File: config.mk
export PLATFORM = sky130hd
export DESIGN_NAME = adder_arbiter_4ch
export DESIGN_NICKNAME = d
export VERILOG_FILES = /design/src/rtl/adder_arb_pkg.sv /design/src/rtl/adder_8bit.sv /design/src/rtl/adder_arbiter_4ch.sv
export SDC_FILE = /design/constraint.sdc
export NUM_CORES = 1
export LEC_CHECK = 0
export BUFFER_PORTS_ARGS = -buffer_cell sky130_fd_sc_hd__buf_2
export CAP_MARGIN = 5
export CORE_MARGIN = 5
export CORE_UTILIZATION = 50
export CTS_CLUSTER_DIAMETER = 150
export DETAILED_ROUTE_END_ITERATION = 8
export HOLD_SLACK_MARGIN = 0.05
export PLACE_DENSITY = 0.87
export SYNTH_ARGS = -nofsm -noshare
export SYNTH_HDL_FRONTEND = slang
export SYNTH_SLANG_ARGS = --single-unit
export TNS_END_PERCENT = 30
File: constraint.sdc
create_clock -name clk_in -period 2.57 [get_ports clk_in]
set_clock_uncertainty 0.15 [all_clocks]
set_input_delay 0.3855 -clock clk_in [delete_from_list [all_inputs] [get_ports clk_in]]
set_output_delay 0.3855 -clock clk_in [all_outputs]
set_load 0.05 [all_outputs]
File: src/rtl/adder_arb_pkg.sv
// ============================================================================
// Module   : adder_arb_pkg
// Purpose  : Shared sizes and FSM encoding for the 4-channel arbitrated adder.
// Revision : 1.0
// ============================================================================
`default_nettype none

package adder_arb_pkg;
  localparam int N_REQ  = 4;
  localparam int DATA_W = 8;

  typedef enum logic [1:0] {
    IDLE = 2'd0,
    CALC = 2'd1,
    DONE = 2'd2
  } state_t;
endpackage

`default_nettype wire

File: src/rtl/adder_8bit.sv
// ============================================================================
// Module   : adder_8bit
// Purpose  : Combinational adder producing sum and carry-out.
// Revision : 1.0
// ============================================================================
`default_nettype none

module adder_8bit #(
  parameter int DATA_W = 8
) (
  input  logic [DATA_W-1:0] a_in,
  input  logic [DATA_W-1:0] b_in,
  output logic [DATA_W-1:0] sum_out,
  output logic              carry_out
);

  assign {carry_out, sum_out} = {1'b0, a_in} + {1'b0, b_in};

endmodule

`default_nettype wire

File: src/rtl/adder_arbiter_4ch.sv
// ============================================================================
// Module   : adder_arbiter_4ch
// Purpose  : Round-robin arbiter sharing one adder among four requesters.
// Revision : 1.0
// ============================================================================
`default_nettype none

module adder_arbiter_4ch
  import adder_arb_pkg::*;
#(
  parameter int N_REQ  = adder_arb_pkg::N_REQ,
  parameter int DATA_W = adder_arb_pkg::DATA_W
) (
  input  logic                      clk_in,
  input  logic                      rst_n_in,
  input  logic [N_REQ-1:0]          req_in,
  input  logic [N_REQ*DATA_W-1:0]   a_in,
  input  logic [N_REQ*DATA_W-1:0]   b_in,
  output logic [N_REQ-1:0]          gnt_out,
  output logic                      res_valid_out,
  input  logic                      res_ready_in,
  output logic [$clog2(N_REQ)-1:0]  res_id_out,
  output logic [DATA_W-1:0]         sum_out,
  output logic                      carry_out,
  output logic [15:0]               op_count_out
);

  localparam int PTR_W = $clog2(N_REQ);

  state_t              r_state;
  state_t              w_next_state;
  logic [N_REQ-1:0]    r_gnt;
  logic                r_valid;
  logic [PTR_W-1:0]    r_id;
  logic [PTR_W-1:0]    r_last_ptr;
  logic [DATA_W-1:0]   r_op_a;
  logic [DATA_W-1:0]   r_op_b;
  logic [DATA_W-1:0]   r_sum;
  logic                r_carry;
  logic [15:0]         r_op_count;

  logic                w_any_req;
  logic [PTR_W-1:0]    w_win;
  logic [PTR_W-1:0]    w_idx;
  logic [N_REQ-1:0]    w_gnt;
  logic [DATA_W-1:0]   w_add_sum;
  logic                w_add_carry;

  // Walk from last_ptr (lowest priority) back towards last_ptr+1 so the
  // closest requester after the previous winner overrides the rest.
  always_comb begin
    w_any_req = |req_in;
    w_win     = r_last_ptr;
    w_idx     = '0;
    for (int k = N_REQ; k >= 1; k--) begin
      w_idx = r_last_ptr + PTR_W'(k);
      if (req_in[w_idx]) begin
        w_win = w_idx;
      end
    end
    w_gnt = '0;
    w_gnt[w_win] = 1'b1;
  end

  always_comb begin
    w_next_state = r_state;
    case (r_state)
      IDLE:    if (w_any_req) w_next_state = CALC;
      CALC:    w_next_state = DONE;
      DONE:    if (res_ready_in) w_next_state = IDLE;
      default: w_next_state = IDLE;
    endcase
  end

  adder_8bit #(
    .DATA_W (DATA_W)
  ) u_adder (
    .a_in      (r_op_a),
    .b_in      (r_op_b),
    .sum_out   (w_add_sum),
    .carry_out (w_add_carry)
  );

  always_ff @(posedge clk_in) begin
    if (!rst_n_in) begin
      r_state    <= IDLE;
      r_gnt      <= '0;
      r_valid    <= 1'b0;
      r_id       <= '0;
      r_last_ptr <= PTR_W'(N_REQ - 1);
      r_op_a     <= '0;
      r_op_b     <= '0;
      r_sum      <= '0;
      r_carry    <= 1'b0;
      r_op_count <= '0;
    end else begin
      r_state <= w_next_state;
      r_gnt   <= '0;
      case (r_state)
        IDLE: begin
          if (w_any_req) begin
            r_gnt      <= w_gnt;
            r_id       <= w_win;
            r_last_ptr <= w_win;
            r_op_a     <= a_in[w_win*DATA_W +: DATA_W];
            r_op_b     <= b_in[w_win*DATA_W +: DATA_W];
          end
        end
        CALC: begin
          r_sum   <= w_add_sum;
          r_carry <= w_add_carry;
          r_valid <= 1'b1;
        end
        DONE: begin
          if (res_ready_in) begin
            r_valid    <= 1'b0;
            r_op_count <= r_op_count + 16'd1;
          end
        end
        default: ;
      endcase
    end
  end

  assign gnt_out       = r_gnt;
  assign res_valid_out = r_valid;
  assign res_id_out    = r_id;
  assign sum_out       = r_sum;
  assign carry_out     = r_carry;
  assign op_count_out  = r_op_count;

endmodule

`default_nettype wire

Yosys cells after proc, flatten, opt, wreduce, memory -nomap -nowiden
Cells that the tools add are included.
{"block": "word_totals", "in_bits": 71, "output_inout_bits": 32, "wordCells": 51, "ramBits": 0, "ff_bits": 52, "n_memories": 0, "latchBits": 0, "rom_bits": 0}
{"block": "classes", "eq_ne": 4, "n_mul": 0, "n_bitwise": 0, "magnitude_cmp": 5, "addsub": 5, "n_reduce_logical": 9, "div_mod_pow": 0, "shifts": 2, "n_mux": 16}
{"op": "$shiftx A32 B6 Y8", "count": 2}
{"op": "$add A16 B1 Y16 const B", "count": 1}
{"op": "$lt A2 B3 Y1 const B", "count": 4}
{"op": "$mux W2", "count": 5}
{"op": "$add A8 B8 Y9", "count": 1}
{"op": "$reduce_and A2 Y1", "count": 4}
{"op": "$bmux W1 S2", "count": 3}
{"op": "$pmux W2 S3", "count": 1}
{"op": "$mux W1", "count": 5}
{"op": "$add A2 B2 Y2 const B", "count": 2}
{"op": "$ne A2 B2 Y1 const B", "count": 2}
{"op": "$reduce_or A4 Y1", "count": 1}
{"op": "$reduce_and A3 Y1", "count": 1}
{"op": "$add A2 B1 Y2 const B", "count": 1}
{"op": "$demux W1 S2", "count": 1}
{"op": "$eq A2 B1 Y1 const B", "count": 1}
{"op": "$eq A2 B2 Y1 const B", "count": 1}
{"op": "$ge A2 B1 Y1 const B", "count": 1}
{"op": "$logic_not A2 Y1", "count": 1}
{"op": "$pmux W1 S2", "count": 1}
{"op": "$reduce_bool A2 Y1", "count": 1}
{"op": "$logic_and A1 B1 Y1", "count": 1}

Longest topological paths before layout
Gate-level depths: netlist of the first run.
{"block": "logic_depth", "word_depth": 10, "mapped_depth": 7, "mapped_depth_nobuf": 7}

Cells and area by module
A second synthesis of the first run with hierarchy kept.
{"block": "hier_totals", "cells_unflattened": 382, "hier_area_um2": 3166.8}
{"module": "adder_arbiter_4ch", "area_per_inst_um2": 2842.7, "seq_area_each_um2": 1041.0, "cells_each": 340, "instances": 1}
{"module": "adder_8bit", "area_per_inst_um2": 324.1, "seq_area_each_um2": 0.0, "cells_each": 42, "instances": 1}

Worst setup path before layout of the first run
Ideal clock, no wire load.
{"block": "synth_path", "kind": "register -> register", "startpoint": "register r_op_a[0]", "endpoint": "register r_carry, in the netlist carry_out", "period_less_slack_ns": 2.041, "n_path_buf": 0, "arrival_time_ns": 1.774, "required_time_ns": 2.303, "stages_incl_launch_ff": 8, "setup_time_ns": 0.117, "path_slack_ns": 0.529, "path_cell_list": "dfxtp_1 ha_1 fa_1 a211oi_1 o21bai_1 a21oi_1 o21ai_0 a32o_1"}
{"block": "synth_via", "elab_chain_cells": 1}
{"element": "from (decl)", "line_no": "adder_arbiter_4ch.sv:36", "text": "logic [DATA_W-1:0] r_op_a;"}
{"element": "from (signal assigned)", "line_no": "adder_arbiter_4ch.sv:105", "text": "r_op_a <= a_in[w_win*DATA_W +: DATA_W];"}
{"element": "$add A8 B8 Y9", "line_no": "adder_8bit.sv:17", "text": "assign {carry_out, sum_out} = {1'b0, a_in} + {1'b0, b_in};"}
{"element": "to (signal assigned)", "line_no": "adder_arbiter_4ch.sv:111", "text": "r_carry <= w_add_carry;"}
{"element": "to (decl)", "line_no": "adder_arbiter_4ch.sv:39", "text": "logic r_carry;"}
Every way passes these cells.
A chain may end at the register's enable or synchronous reset.

Worst setup path in the final report of the first run
Same ends and word-level chain as after synthesis.

==> flow_summary.ini, run 1 <==
[clock_tree]
cts_num_sinks = 52
cts_setup_buffers = 0
cts.path.max_buffers = 2
hold_buffers = 0
cts-root-buf = clkbuf_8
h-tree-depth = 2
ctsResizeCount = 0
cts.clk_slew.worst_paths_ps = 90
cts_tree = done
cts_buffers = 5
clk_latency_ps = 310

[grt]
use_met2 = 0.3342
grtUsageMet1 = 0.2537
grt.overflow.total = 0
grt_pass1_vias = 2772
grt_pass1_wl_um = 12390
grt_max_degree = 39
gr-usage-met3 = 0.04163
grt_usage = 0.2000
antenna_found_initial = 0
busiest_layer = met2

[drt]
drtIter0Drc = 120
vias = 2889
ant_nets = 0
vias_per_cell = 5.534
routed_wl_um = 7413
drc = 0
drt_first_pass_iters = 4
wl_per_cell_um = 14.20

[logic_synthesis]
synth_simple_gate_area_share = 0.1997
syn-cell-area_um2 = 2994
synth.most_common_cell = dfxtp_1
synth_edf_count = 0
synth-compound-area-share = 0.2900
synth.area.top_cells = dfxtp_1 (35%), o21ai_0 (5.5%), a21boi_0 (4.0%), ha_1 (3.8%), and2_1 (3.1%)
yosys.area_share.xor_xnor = 0.04095
synth_seq_area_share = 0.3477
yosysUniqueCellTypes = 62
muxShareOfSynthArea = 0.02382
synthAdderAreaFrac = 0.04430
yosysWarnings = 0
yosys_register_bits = 52
syn_avg_cell_area_um2 = 8.458
syn_nets = 435
synth_common_cells = dfxtp_1 (52), o21ai_0 (33), nand2_1 (24)
synthCells = 354
synth_top_family_by_area = compound AO/OA/AOI/OAI gates
synth_top_area_cell = dfxtp_1
synthDominantCellAreaShare = 0.3477
synthFlopType = dfxtp_1
synthArstFlopShare = 0

[pwr]
sw_frac_of_total = 0.3557
vdd_drop_max_mv = 0.3663
p_clk_frac = 0.240
seq_power_share = 0.415
comb_power_share = 0.344
power.switching_uw = 826.9
p_int_uw = 1498
cellPowerDensity_nw_per_um2 = 638.7
total_leakage_power_uw = 0.001684

[die]
io_pins = 103
start_util = 0.5087
rows = 28
die_w_um = 87.39
coreArea_um2 = 5886
dieArea_um2 = 7636
die_h_um = 87.39

[setup_path]
path_cells = ha_1 -> fa_1 -> a211oi_1 -> o21bai_1 -> a21oi_1 -> o21ai_0 -> a32o_1
slowest_stage = fa_1
r2r_start = r_op_a[0]
end_kind = flop
reg2reg_slack_ps = 320
worstSetupStartpointType = flop
cp.depth = 7
timing.critical_path.required_ps = 2620
rr_endpoint = carry_out
critPathKind = flop to flop
cpPeakStageDelay_ps = 430
reg2reg_depth = 7
cp_num_buf_inv = 0
cp_max_fo = 3
crit_arrival_ps = 2300
crit_family = compound AO/OA/AOI/OAI gates

[sta]
tns_ps = 0
finalHoldViolCount = 0
finalSetupViolCount = 0
maxSlewViolCount = 0
tightest_slew_ps = 578.3
fmax_mhz = 444.9
hold_slack_ps = 182.1
fin_crit_ps = 2248
fin_crit_sh = 0.8746
slew_headroom = 0.6138
rsz0062_at_grt = false

[outcome]
status = finished, final reports clean

[final_layout]
fin_nets = 527
fillers = 527
antenna_cells = 0
drive_above_1_share = 0.2908
syn2layout_area_growth_pct = 21.56
final_cells = 522

[placed_design]
io_buffers = 102
dp_cells = 514
finalWeightedCongestion = 0.8448
dp_hpwl_um = 5833

[hold_path]
min_delay_worst_endpoint = r_op_b[4]
holdCritStartpoint = b_in[12]
hold_path_depth = 3
hp-class = input port to flop

[run]
cap_violations = 0
worst max path at each step:
stage / from / end / slack, ps
6_report: r_op_a[0] / carry_out / 320
2_1_floorplan: r_op_a[0] / carry_out / 530
3_3_place_gp: r_op_a[0] / carry_out / 440
3_5_place_dp: r_op_a[0] / carry_out / 340
4_1_cts: r_op_a[0] / carry_out / 330
5_1_grt: r_op_a[0] / carry_out / 230
worst register-to-register path: stages, from the launching register on:
cell	delay (ps)
dfxtp_1	320
ha_1	240
fa_1	430
a211oi_1	310
o21bai_1	110
a21oi_1	250
o21ai_0	120
a32o_1	210
cell families (layout without fill, tap and decap cells):
kind of cell | count (synthesis) | in the layout
buffers and inverters | 34 | 127
AND/OR/NAND/NOR | 108 | 108
AO/OA/AOI/OAI | 129 | 129
adder cells (fa/ha/maj) | 10 | 10
flip-flops | 52 | 52
multiplexers | 7 | 7
XOR/XNOR | 14 | 14
state kept, by name, summed over array words and instances (netlist names), 2 cells and up:
name / count
r_state: 2
gnt_out: 4
op_count_out: 16
r_last_ptr: 2
r_op_a: 8
res_id_out: 2
r_op_b: 8
sum_out: 8
area by class of cell:
cell class                      instances  area (um2)  area share
Clock inverter                          3       42.54     0.01169
Timing Repair Buffer                  109       563.0      0.1547
Multi-Input combinational cell        268        1793      0.4926
Inverter                               10       37.54     0.01031
Clock buffer                            5       68.82     0.01891
Sequential cell                        52        1041      0.2860
Tap cell                               75       93.84     0.02578
per-stage QoR:
stage / worst slack, ps / utilization / cell area (um2) / total power (uW)
after floorplan: 528.8 / - / 2994 / 1576
after global placement: 445.0 / 0.5995 / 3528 / 1751
after detailed placement: 339.5 / 0.5995 / 3528 / 1776
after CTS: 327.1 / 0.6184 / 3640 / 2338
after global routing: 229.5 / 0.6184 / 3640 / 2487
final: 322.4 / 0.6184 / 3640 / 2325
layer usage:
layer  vias to the layer above  share of wire
li1                       1483              -
met1                      1301           0.44
met2                        97           0.47
met3                         8          0.076
met4                         0          0.015
met5                         -              0
cells in the final DEF, fill, tap and decap left out, types with 3 or more instances in the layout:
master    instances
mux2i_1           6
nand2b_1          3
o21ai_0          33
inv_1             8
buf_4             7
o211ai_1          3
o21ai_1          11
xnor2_1           7
or3_1             6
o22ai_1           6
buf_2           102
a21oi_1          18
a211oi_1          5
nand4_1           3
and3_1           12
nor2b_1           7
xor2_1            7
and2_1           15
nand3_1           8
clkbuf_8          5
ha_1              9
nand2_1          24
dfxtp_1          52
a21boi_0         16
a21o_1            4
nor3_1            6
a221oi_1          7
nor2_1            9
a31oi_1           8
power by group through the flow:
stage | Clock [uW] | Sequential [uW] | Combinational [uW]
floorplan | 0 | 1060 | 512
global placement | 0 | 978 | 774
detailed placement | 0 | 981 | 795
CTS | 574 | 965 | 799
global route | 621 | 979 | 888
finish | 559 | 966 | 800
No activity file was read; power rests on OpenSTA's default activity.
==> inputs of run 2 (changes only) <==
- CORE_UTILIZATION: 50 -> 51
- SYNTH_HIERARCHICAL: unset -> 1
==> run 2 against run 1 <==
Final cell count rose by 3.1%. Die area rose by 3.3%. First-iteration DRC count fell by 5.0%. Maximum frequency rose by 5.7%. Via count rose by 7.2%. Non-clock buffer count fell by 4. Power fell by 5.8%. Utilization fell by 0.17 points. Sequential cell count did not move. Combinational power rose by 3.2%.
==> flow_summary.ini, run 2 <==
[outcome]
status = finished, final reports clean

[logic_synthesis]
synth_common_cells = dfxtp_1 (52), nand2_1 (48), o21ai_0 (39)
synth_seq_area_share = 0.3287
yosys_register_bits = 52
yosys.area_share.xor_xnor = 0.04702
yosysWarnings = 6
synth_top_family_by_area = compound AO/OA/AOI/OAI gates
yosysUniqueCellTypes = 50
syn_avg_cell_area_um2 = 8.290
synthCells = 382
muxShareOfSynthArea = 0.006322
synthFlopType = dfxtp_1
synth_edf_count = 0
synth-compound-area-share = 0.2908
synth.area.top_cells = dfxtp_1 (33%), o21ai_0 (6.2%), nand2_1 (5.7%), o31a_1 (4.7%), a221oi_2 (4.3%)
synthDominantCellAreaShare = 0.3287
synth.most_common_cell = dfxtp_1
syn-cell-area_um2 = 3167
synthAdderAreaFrac = 0.04188
syn_nets = 463
synth_simple_gate_area_share = 0.2252
synthArstFlopShare = 0
synth_top_area_cell = dfxtp_1

[final_layout]
syn2layout_area_growth_pct = 16.67
final_common_cell = buf_2
layout_common_cells = buf_2 (102), dfxtp_1 (52), nand2_1 (48)
fin_nets = 546
fillers = 556
largest_reg_flops = 16
antenna_cells = 0
drive_above_1_share = 0.2743

[sta]
fmax_mhz = 470.3
rsz0062_at_grt = false
finalHoldViolCount = 0
tns_ps = 0
fin_crit_ps = 2126
tightest_slew_ps = 841.9
maxSlewViolCount = 0
finalSetupViolCount = 0
slew_headroom = 0.4388
fin_crit_sh = 0.8274

[hold_path]
hp-class = input port to flop

[pwr]
total_leakage_power_uw = 0.001623
p_clk_frac = 0.187
comb_power_share = 0.378
power.switching_uw = 813.0
power_uw = 2189
sw_frac_of_total = 0.3714
seq_power_share = 0.435
cellPowerDensity_nw_per_um2 = 592.4
p_int_uw = 1376
vdd_drop_max_mv = 0.2787

[grt]
antenna_found_initial = 0
grt_max_degree = 50
grt.overflow.total = 0
grt_pass1_wl_um = 13630
grt_pass1_vias = 2941
grt_usage = 0.2153

[setup_path]
critPathKind = flop to flop
timing.critical_path.required_ps = 2600
cp_max_fo = 33
crit_arrival_ps = 2150
end_kind = flop
worstSetupStartpointType = flop
reg2reg_slack_ps = 440

[die]
dieArea_um2 = 7885
coreArea_um2 = 5991
rows = 28
start_util = 0.5286
io_pins = 103
die_w_um = 88.80
die_h_um = 88.80

[clock_tree]
h-tree-depth = 2
cts_tree = done
cts_setup_buffers = 0
ctsResizeCount = 0
cts-root-buf = clkbuf_8
hold_buffers = 0
cts.clk_slew.worst_paths_ps = 80
cts_num_sinks = 52
clk_latency_ps = 290
cts_buffers = 5
cts.path.max_buffers = 2

[placed_design]
dp_hpwl_um = 6237
finalWeightedCongestion = 0.8704
io_buffers = 102

[drt]
ant_nets = 0
drc = 0
drt_first_pass_iters = 5
vias_per_cell = 5.757
drtIter0Drc = 114
vias = 3097
routed_wl_um = 8116
wl_per_cell_um = 15.09

[run]
cap_violations = 0
[run 2: cell types whose count changed after synthesis, sizes merged, moves of 10 or more]
cell   before  now
nand2      25   48
o31a        0   17
nor3        6   22
buf        10   20
and3       12    2
[run 2: area by class of cell]
class / count / area (um2) / share of cell area
clock buffers: 5 / 68.82 / 0.01863
well taps: 75 / 93.84 / 0.02540
repair buffers: 105 / 533.0 / 0.1443
multi-input cells: 296 / 1939 / 0.5249
inverters: 5 / 18.77 / 0.005080
flip-flops and latches: 52 / 1041 / 0.2817
[run 2: kinds of logic (layout without fill, tap and decap cells)]
logic type	after synthesis	in the layout
buffers and inverters	34	115
AND/OR/NAND/NOR	138	138
flip-flops	52	52
XOR/XNOR	17	17
AO/OA/AOI/OAI	129	129
adder cells (fa/ha/maj)	10	10
multiplexers	2	2
[run 2: worst max-delay path, stage by stage (launching register included)]
cell and delay [ps]:
dfxtp_1 620, nand2b_1 220, a21oi_2 70, buf_4 240
o31a_1 320, o21ai_0 250, a21oi_1 120
[run 2: worst paths after layout]
| path | startpoint | end | cells after the start |
|---|---|---|---|
| hold / removal | b_in[7] | r_op_b[7] | 3 |
| setup reg to reg | r_last_ptr[1] | r_op_b[1] | 6 |
| hold reg to reg | sum_out[4] | sum_out[4] | 2 |
| setup / recovery | r_last_ptr[1] | r_op_b[1] | 6 |
[run 2: per-layer routing]
layer | wire length, um | global-route usage
met1 | 3516 | 0.2855
met2 | 3762 | 0.3435
met3 | 691 | 0.05959
met4 | 146 | 0.05907
met5 | 0 | 0
[run 2: power by group through the flow]
stage / Combinational (uW) / Clock (uW) / Sequential (uW)
floorplan: 547 / 0 / 1050
detailed placement: 812 / 0 / 970
finish: 826 / 410 / 952
global route: 918 / 464 / 964
CTS: 818 / 420 / 951
global placement: 789 / 0 / 966
[run 2: metrics by stage]
step           cells  worst slack (ps)  hold slack, ps  cell area [um2]  utilization
6_report         538             443.5           218.0             3695       0.6168
5_1_grt          538             288.3           215.2             3695       0.6168
2_1_floorplan    382             660.5           358.6             3167            -
3_3_place_gp     533             330.6           300.7             3622       0.6046
4_1_cts          538             171.0           207.2             3691       0.6161
3_5_place_dp     533             193.1           309.1             3622       0.6046
